**src/rtl/muldiv_pkg.sv**
```systemverilog
// Shared opcode encoding, FSM state encoding and constants for the
// multi-cycle multiply/divide sequencer.
package muldiv_pkg;

    localparam logic [4:0] OP_MUL    = 5'b01011;
    localparam logic [4:0] OP_MULH   = 5'b01100;
    localparam logic [4:0] OP_MULHSU = 5'b01101;
    localparam logic [4:0] OP_MULHU  = 5'b01110;
    localparam logic [4:0] OP_DIV    = 5'b01111;
    localparam logic [4:0] OP_DIVU   = 5'b10000;
    localparam logic [4:0] OP_REM    = 5'b10001;
    localparam logic [4:0] OP_REMU   = 5'b10010;

    typedef enum logic [2:0] {
        ST_IDLE = 3'd0,
        ST_MULW = 3'd1,
        ST_DIVI = 3'd2,
        ST_FIX  = 3'd3,
        ST_SPEC = 3'd4,
        ST_FIN  = 3'd5
    } state_e;

    localparam int          DIV_ITERS = 32;
    localparam logic [31:0] ALL_ONES  = 32'hFFFF_FFFF;
    localparam logic [31:0] INT_MIN   = 32'h8000_0000;

    function automatic logic is_muldiv_op(input logic [4:0] sel);
        return (sel >= OP_MUL) && (sel <= OP_REMU);
    endfunction

    function automatic logic is_mul_op(input logic [4:0] sel);
        return (sel >= OP_MUL) && (sel <= OP_MULHU);
    endfunction

    function automatic logic is_rem_op(input logic [4:0] sel);
        return (sel == OP_REM) || (sel == OP_REMU);
    endfunction

    function automatic logic is_signed_div(input logic [4:0] sel);
        return (sel == OP_DIV) || (sel == OP_REM);
    endfunction

    // MUL keeps the low word; every MULH* variant returns the high word.
    function automatic logic [31:0] mul_pick(input logic [4:0] op, input logic [63:0] prod);
        if (op == OP_MUL) begin
            return prod[31:0];
        end else begin
            return prod[63:32];
        end
    endfunction

endpackage

```
**src/rtl/muldiv_sequencer_div_core.sv**
```systemverilog
// One restoring-division step: shift in the next dividend bit, subtract the
// divisor if it fits, and shift the resulting quotient bit in.
module div_core (
    input  logic [32:0] rem_i,
    input  logic [31:0] quo_i,
    input  logic [31:0] dvs_i,
    output logic [32:0] rem_o,
    output logic [31:0] quo_o
);

    logic        fits_s;
    logic [32:0] trial_s;
    logic [32:0] sub_s;

    // Trial subtraction of the divisor from the shifted partial remainder.
    always_comb begin
        trial_s = {rem_i[31:0], quo_i[31]};
        fits_s  = ({rem_i, quo_i[31]} >= {2'b00, dvs_i});
        sub_s   = trial_s - {1'b0, dvs_i};
        if (fits_s) begin
            rem_o = sub_s;
            quo_o = {quo_i[30:0], 1'b1};
        end else begin
            rem_o = trial_s;
            quo_o = {quo_i[30:0], 1'b0};
        end
    end

endmodule

```
**src/rtl/muldiv_sequencer.sv**
```systemverilog
// M-extension sequencer: fixed-latency multiply, 32-step restoring divide,
// pipeline STALL while busy and a registered RESULT with a one-cycle DONE.
module muldiv_sequencer
    import muldiv_pkg::*;
#(
    parameter int MUL_LAT = 2,
    parameter int XLEN    = 32
) (
    input  logic            CLK,
    input  logic            RESET_N,
    input  logic            START,
    input  logic [4:0]      SELECT,
    input  logic [XLEN-1:0] DATA1,
    input  logic [XLEN-1:0] DATA2,
    input  logic            KILL,
    output logic [XLEN-1:0] RESULT,
    output logic            DONE,
    output logic            BUSY,
    output logic            STALL
);

    state_e      state_q;
    logic [4:0]  op_q;
    logic [4:0]  cnt_q;
    logic [63:0] prod_q;
    logic [32:0] rem_q;
    logic [31:0] quo_q;
    logic [31:0] dvs_q;
    logic        qneg_q;
    logic        rneg_q;
    logic [31:0] result_q;
    logic        done_q;
    logic        busy_q;

    logic        accept_s;
    logic        mul_s;
    logic        div_sgn_s;
    logic        d1_neg_s;
    logic        d2_neg_s;
    logic        spec_s;
    logic [31:0] d1_mag_s;
    logic [31:0] d2_mag_s;
    logic [31:0] spec_val_s;
    logic [31:0] fix_val_s;
    logic [63:0] mul_a_s;
    logic [63:0] mul_b_s;
    logic [63:0] prod_s;
    logic [32:0] rem_d;
    logic [31:0] quo_d;

    div_core u_div_core (
        .rem_i (rem_q),
        .quo_i (quo_q),
        .dvs_i (dvs_q),
        .rem_o (rem_d),
        .quo_o (quo_d)
    );

    // Accept decode plus operand preparation from the live inputs.
    always_comb begin
        accept_s  = START && is_muldiv_op(SELECT) &&
                    ((state_q == ST_IDLE) || (state_q == ST_FIN)) && !KILL;
        mul_s     = is_mul_op(SELECT);
        // Sign-extended operands make the low 64 bits of the product exact for all variants.
        mul_a_s   = {{32{((SELECT == OP_MULH) || (SELECT == OP_MULHSU)) && DATA1[31]}}, DATA1};
        mul_b_s   = {{32{(SELECT == OP_MULH) && DATA2[31]}}, DATA2};
        prod_s    = mul_a_s * mul_b_s;
        div_sgn_s = is_signed_div(SELECT);
        d1_neg_s  = div_sgn_s && DATA1[31];
        d2_neg_s  = div_sgn_s && DATA2[31];
        d1_mag_s  = d1_neg_s ? (32'd0 - DATA1) : DATA1;
        d2_mag_s  = d2_neg_s ? (32'd0 - DATA2) : DATA2;
        if (DATA2 == 32'd0) begin
            spec_s     = 1'b1;
            spec_val_s = is_rem_op(SELECT) ? DATA1 : ALL_ONES;
        end else if (div_sgn_s && (DATA1 == INT_MIN) && (DATA2 == ALL_ONES)) begin
            spec_s     = 1'b1;
            spec_val_s = is_rem_op(SELECT) ? 32'd0 : INT_MIN;
        end else begin
            spec_s     = 1'b0;
            spec_val_s = 32'd0;
        end
    end

    // Sign correction of the unsigned quotient/remainder left by the iterations.
    always_comb begin
        if (is_rem_op(op_q)) begin
            fix_val_s = rneg_q ? (32'd0 - rem_q[31:0]) : rem_q[31:0];
        end else begin
            fix_val_s = qneg_q ? (32'd0 - quo_q) : quo_q;
        end
    end

    // Sequencer FSM with all operand, counter and output registers.
    always_ff @(posedge CLK or negedge RESET_N) begin
        if (!RESET_N) begin
            state_q  <= ST_IDLE;
            op_q     <= 5'd0;
            cnt_q    <= 5'd0;
            prod_q   <= 64'd0;
            rem_q    <= 33'd0;
            quo_q    <= 32'd0;
            dvs_q    <= 32'd0;
            qneg_q   <= 1'b0;
            rneg_q   <= 1'b0;
            result_q <= 32'd0;
            done_q   <= 1'b0;
            busy_q   <= 1'b0;
        end else begin
            done_q <= 1'b0;
            if (KILL) begin
                state_q <= ST_IDLE;
                busy_q  <= 1'b0;
            end else begin
                case (state_q)
                    ST_IDLE, ST_FIN: begin
                        if (accept_s) begin
                            op_q <= SELECT;
                            if (mul_s) begin
                                prod_q <= prod_s;
                                if (MUL_LAT == 1) begin
                                    state_q  <= ST_FIN;
                                    result_q <= mul_pick(SELECT, prod_s);
                                    done_q   <= 1'b1;
                                    busy_q   <= 1'b0;
                                end else begin
                                    state_q <= ST_MULW;
                                    cnt_q   <= 5'(MUL_LAT - 2);
                                    busy_q  <= 1'b1;
                                end
                            end else if (spec_s) begin
                                state_q <= ST_SPEC;
                                quo_q   <= spec_val_s;
                                busy_q  <= 1'b1;
                            end else begin
                                state_q <= ST_DIVI;
                                rem_q   <= 33'd0;
                                quo_q   <= d1_mag_s;
                                dvs_q   <= d2_mag_s;
                                qneg_q  <= d1_neg_s ^ d2_neg_s;
                                rneg_q  <= d1_neg_s;
                                cnt_q   <= 5'(DIV_ITERS - 1);
                                busy_q  <= 1'b1;
                            end
                        end else begin
                            state_q <= ST_IDLE;
                            busy_q  <= 1'b0;
                        end
                    end
                    ST_MULW: begin
                        if (cnt_q == 5'd0) begin
                            state_q  <= ST_FIN;
                            result_q <= mul_pick(op_q, prod_q);
                            done_q   <= 1'b1;
                            busy_q   <= 1'b0;
                        end else begin
                            cnt_q <= cnt_q - 5'd1;
                        end
                    end
                    ST_DIVI: begin
                        rem_q <= rem_d;
                        quo_q <= quo_d;
                        if (cnt_q == 5'd0) begin
                            state_q <= ST_FIX;
                        end else begin
                            cnt_q <= cnt_q - 5'd1;
                        end
                    end
                    ST_FIX: begin
                        state_q  <= ST_FIN;
                        result_q <= fix_val_s;
                        done_q   <= 1'b1;
                        busy_q   <= 1'b0;
                    end
                    ST_SPEC: begin
                        state_q  <= ST_FIN;
                        result_q <= quo_q;
                        done_q   <= 1'b1;
                        busy_q   <= 1'b0;
                    end
                    default: begin
                        state_q <= ST_IDLE;
                        busy_q  <= 1'b0;
                    end
                endcase
            end
        end
    end

    assign RESULT = result_q;
    assign DONE   = done_q;
    assign BUSY   = busy_q;
    assign STALL  = busy_q | accept_s;

endmodule
```
**config.mk**
```make
export PLATFORM = sky130hd
export DESIGN_NAME = muldiv_sequencer
export DESIGN_NICKNAME = d
export VERILOG_FILES = /design/src/rtl/muldiv_pkg.sv /design/src/rtl/muldiv_sequencer_div_core.sv /design/src/rtl/muldiv_sequencer.sv
export SDC_FILE = /design/constraint.sdc
export NUM_CORES = 2
export LEC_CHECK = 0
export ABC_CLOCK_PERIOD_IN_PS = 4800
export BUFFER_PORTS_ARGS = -buffer_cell sky130_fd_sc_hd__buf_2
export CAP_MARGIN = 30
export CELL_PAD_IN_SITES_DETAIL_PLACEMENT = 0
export CELL_PAD_IN_SITES_GLOBAL_PLACEMENT = 1
export CORE_MARGIN = 1.5
export CORE_UTILIZATION = 52
export DETAILED_ROUTE_END_ITERATION = 6
export PLACE_DENSITY = 0.95
export SLEW_MARGIN = 10
export SYNTH_ARGS = -nofsm -noshare
export SYNTH_HDL_FRONTEND = slang
export SYNTH_SLANG_ARGS = --single-unit
```
**constraint.sdc**
```tcl
create_clock -name CLK -period 4.8 [get_ports CLK]
set_input_delay 0.96 -clock CLK [delete_from_list [all_inputs] [get_ports CLK]]
set_output_delay 0.96 -clock CLK [all_outputs]
set_load 0.01 [all_outputs]
```
Yosys cells after proc, flatten, opt, wreduce, memory -nomap -nowiden
Cells that the tools add are included.
{"block": "word_totals", "ff_bits": 210, "in_bits": 73, "out_inout_bits": 35}
{"block": "op_classes", "addsub": 6, "mul": 1, "n_lt_le_gt_ge": 4, "n_eq_ne": 24, "mux": 43, "bitwise": 5, "reduce_logical": 35}
{"operator": "2-to-1 mux 32 bit", "n": 14}
{"operator": "2-to-1 mux 33 bit", "n": 4}
{"operator": "subtractor 1 x 32 -> 32 bit (first input constant)", "n": 4}
{"operator": "one-hot mux 32 bit (3 select lines)", "n": 1}
{"operator": "one-hot mux 33 bit (2 select lines)", "n": 1}
{"operator": "equality test 32 bit (second input constant)", "n": 2}
{"operator": "multiplier 33 x 33 -> 64 bit", "n": 1}
{"operator": "one-hot mux 32 bit (2 select lines)", "n": 1}
{"operator": ">= comparator 34 x 32 -> 1 bit", "n": 1}
{"operator": "subtractor 33 x 32 -> 33 bit", "n": 1}
{"operator": "zero test 32 bit", "n": 1}
{"operator": "equality test 5 x 4 -> 1 bit (second input constant)", "n": 4}
{"operator": "equality test 5 bit (second input constant)", "n": 4}
{"operator": "2-to-1 mux 5 bit", "n": 4}
{"operator": "2-to-1 mux 3 bit", "n": 6}
{"operator": "AND reduction 5 bit", "n": 3}
{"operator": "!= test 2 bit (second input constant)", "n": 6}
{"operator": "one-hot mux 3 bit (4 select lines)", "n": 1}
{"operator": "logical AND 1 bit", "n": 11}
{"operator": "one-hot mux 5 bit (2 select lines)", "n": 1}
{"operator": "!= test 3 bit (second input constant)", "n": 3}
{"operator": "2-to-1 mux 1 bit", "n": 8}
{"operator": "AND reduction 4 bit", "n": 2}
{"operator": "equality test 3 x 2 -> 1 bit (second input constant)", "n": 2}
{"operator": "20 further kinds", "n": 32}

Logic depth before layout (Yosys ltp)
{"block": "depth", "depth_word": 11, "depth_mapped": 34}

By module
Synthesis repeated with hierarchy kept, for this count alone.
{"block": "hier_totals", "hier_cells": 6137, "hier_area_um2": 52592.9}
{"mod": "muldiv_sequencer", "instances": 1, "cells_each": 5759, "area_each_um2": 50161.9, "seq_area_each_um2": 5255.0}
{"mod": "div_core", "instances": 1, "cells_each": 378, "area_each_um2": 2431.1, "seq_area_each_um2": 0.0}

Worst setup path before layout
OpenSTA, ideal clock, no wires.
{"block": "synth_path", "path_kind": "input -> register", "start": "in SELECT[3]", "end": "reg prod_q[63]", "setup_time_ns": 0.133, "t_arrival_ns": 8.762, "t_required_ns": 4.667, "setup_slack_ns": -4.095, "path_stages": 30, "n_path_buf": 1, "cell_sequence": "nor2b_1 nand2_1 nor2_1 and2_1 clkbuf_1 nand2_1 fa_1 fa_1 inv_1 fa_1 inv_1 fa_1 inv_1 fa_1 fa_1 fa_1 inv_1 fa_1 inv_1 ha_1 nand2_1 nor2_1 a21oi_1 nand2_1 a31oi_1 o21ai_1 a211oi_1 o21ai_0 xnor2_1 o21ai_0"}
{"block": "synth_via", "elab_chain_len": 6, "word_cells_on_any_way": 15, "cone_classes": "1 x mul; 3 x order compare; 2 x eq/ne; 9 x reduce/logical"}
{"element": "start: declaration", "line_no": "muldiv_sequencer.sv:12", "source": "input logic [4:0] SELECT,"}
{"element": "branches (longest 6 deep; another with multiplier 33 x 33 -> 64 bit)"}
{"element": "end signal: assignment", "line_no": "muldiv_sequencer.sv:120", "source": "prod_q <= prod_s;"}
{"element": "end: declaration", "line_no": "muldiv_sequencer.sv:25", "source": "logic [63:0] prod_q;"}
Several ways; the timed one is not identified.
A chain may end at the register's enable or synchronous reset.

Worst setup path in the final report
{"block": "layout_path", "start": "in SELECT[4]", "end": "reg prod_q[50]"}
Same word-level chain as after synthesis.

==> impl_results.md <==
- Netlist Area Pre-Place: 0.0522 mm^2
- Worst-case clock skew: 0.0112 ns
- Layout cells sized above 1: 19.3%
- Fin worst setup slack: -3.28 ns
- Max Cap Viol: 0
- Clock Sinks: 210
- Setup TNS: -135.90 ns
- Top Family by Delay on Critical Path: adder cells
- Post-route DRC: 0
- CTS Root Cell: clkbuf_16
- Vias per inst: 5.85
- CTS hold repair buffers: 0
- Worst Hold Class: primary input to asynchronous set/reset pin
- Port Buffer Count: 107
- Async SR Flop Fraction: 100%
- Status: finished with violations
- Initial DRC Count: 4712
- Final Hold Vio Count: 0
- Crit end category: flop
- Largest cells by area after synthesis: fa_1, dfrtp_1, inv_1
- Later-pin clock latency in the skew report: 0.53 ns
- Share of the yosys chip area belonging to registers: 10.1%
- Fmax: 124 MHz
- RSZ-0062 raised after global routing: yes
- Post-synthesis register bit count: 210
- Classification of the worst setup path: primary input to flop
- Storage cell area: 0.00526 mm^2
- Origin of the critical flop-to-flop path: quo_q[31]
- Most frequent cells in the layout: inv_1, fa_1, nand2_1
- Number of distinct library cells after synthesis: 83
- Final std cells w/o fill: 7680
- Synth top area share: 43.2%
- Core area: 0.0999 mm^2
- First-pass GRT wire length: 267 mm
- Xor and xnor fraction of the mapped netlist area: 3.39%
- Most common cell after layout, fill and taps aside: inv_1
- Simple-Gate Fraction of Synth Area: 15.4%
- Die Wd: 320 um
- EDFF count, synth: 0
- Die Ht: 320 um
- CP arrival: 8.48 ns
- FP Rows: 116
- Filler Cell Count: 7657
- Via count: 44900
- DP HPWL: 138 mm
- CTS max path bufs: 3
- Gr ovfl total: 0
- Synth Area in Compound Gates: 9.04%
- FF-to-FF End: rem_q[11]
- Largest family of logic cells by synthesized area: adder cells
- IO Pins: 108
- Fin crit share: 168%
- Reg2Reg Depth: 15
- Initial Util: 52.3%
- Multi-input gate area: 0.0432 mm^2
- Post-synth top flop: dfrtp_1
- Multiplexer share of the synthesized area: 1.39%
- Slew Limit Headroom: 35.3%
- GRT Util Overall: 33.8%
- Number of global-route vias before repair: 46900
- Largest net degree at the start of global routing: 112
- CP max-delay cell: fa_2
- Failing checks: setup timing
- Critical Path Fanout Max: 5
- Post-layout util: 62.6%
- Final setup viols: 56
- Top cell by count, worst path: fa_1
- Cells after DPL: 7540
- Critical Path RT: 5.20 ns
- Area grow syn2layout: 19.6%
- Worst path max stage delay: 0.57 ns
- DRT antenna net count: 0
- Detailed Routing Iterations Pass 1: 7
- Antenna violations before repair: 4
- Full die area: 0.102 mm^2
- Synth warnings: 0
- Drt wl/cell: 22.8 um
- Final WL: 175 mm
- WP buf/inv: 12
- Post-Syn Area per Cell: 8.74 um^2
- Synth area leader: fa_1
- Post-Synthesis Cells: 5976
- TritonCTS clock tree: yes
- Clock slew at reported path FFs: 0.06 ns
- Flop2flop setup slack: 0.34 ns
- Adder-Cell Fraction of Synth Area: 49.2%
- Syn_nets: 7426
- TritonCTS buffer count: 23
- GPL Wtd Cong: 1.04
- Max-slew violations: 0
- Minimum clock period: 8.08 ns
- CP Launch Type: primary input
- Worst-margin pin slew: 0.968 ns
- Fin nets: 7813
- H-tree depth: 1
[metal layers]
metal | global-route usage [%] | part of all wire (%) | up-vias | routed length, um
met4 | 19.6 | 8.0 | 4 | 14000
met1 | 43.3 | 36 | 22400 | 62700
met3 | 6.25 | 10 | 776 | 17800
li1 | - | - | 18900 | -
met2 | 53.9 | 46 | 2799 | 80500
met5 | 0 | 0.011 | - | 20
[what timing repair did]
action | CTS | global route
cloned | 2 | 2
pin swaps | 192 | 228
endpoints found under the setup margin | 57 | 57
setup buffers | 46 | 51
resized for setup | 398 | 281
[metrics by stage]
stage	worst slack, ns	hold WS [ns]	cell area (um^2)
after floorplan	-3.39	0.443	53300
after global placement	-3.98	0.455	58000
after detailed placement	-4.06	0.466	58000
after CTS	-3.15	0.484	60900
after global routing	-3.45	0.290	62500
final	-3.28	0.289	62500
[cell usage after synthesis, types with 13 or more instances]
library cell / n
buf_1: 61
nand4_1: 32
a21oi_1: 151
nand3_1: 25
a21o_1: 71
nor4_1: 16
nor2_1: 196
and3_1: 16
nand2b_1: 18
and2_1: 288
xnor2_1: 122
ha_1: 251
o31ai_1: 44
xor2_1: 80
a31oi_1: 26
a221oi_1: 27
or3_1: 20
mux2_2: 44
a211oi_1: 41
nand2_1: 1047
nor3_1: 35
dfrtp_1: 210
inv_1: 1220
fa_1: 1126
clkbuf_1: 304
o21ai_1: 18
mux2i_1: 23
o21ai_0: 241
nor2b_1: 18
o22ai_1: 13
or4_1: 18
[kinds of logic after synthesis]
family,after synthesis
simple gates,1772
buf+inv,1603
fa+ha+maj,1377
compound gates,745
flops,210
xor+xnor,202
mux,67
[worst max path at each step]
| stage | start | endpoint | slack [ns] | cells after the start |
|---|---|---|---|---|
| floorplan | DATA1[24] | prod_q[58] | -3.39 | 29 |
| global placement | DATA1[18] | prod_q[58] | -3.98 | 28 |
| detailed placement | DATA1[18] | prod_q[58] | -4.06 | 28 |
| CTS | SELECT[4] | prod_q[60] | -3.15 | 33 |
| global route | SELECT[4] | prod_q[50] | -3.45 | 35 |
| finish | SELECT[4] | prod_q[50] | -3.28 | 35 |
[layout make-up]
class / count / area share [%]
clock inverters: 7 / 0.150
multi-input cells: 4163 / 69.1
diodes: 4 / 0.0160
repair buffers: 745 / 11.3
inverters: 1220 / 7.36
clock buffers: 33 / 1.09
well taps: 1298 / 2.60
flip-flops and latches: 210 / 8.41
[registers in the layout (all words and copies together), names as in the netlist]
| register | cells |
|---|---|
| op_q | 5 |
| quo_q | 32 |
| RESULT | 32 |
| prod_q | 64 |
| state_q | 3 |
| rneg_q | 1 |
| rem_q | 33 |
| BUSY | 1 |
| DONE | 1 |
| qneg_q | 1 |
| cnt_q | 5 |
| dvs_q | 32 |
Power is left out: the tool's default activity adds up to more than one toggle a clock period on the data nets, which glitch-free logic cannot reach.
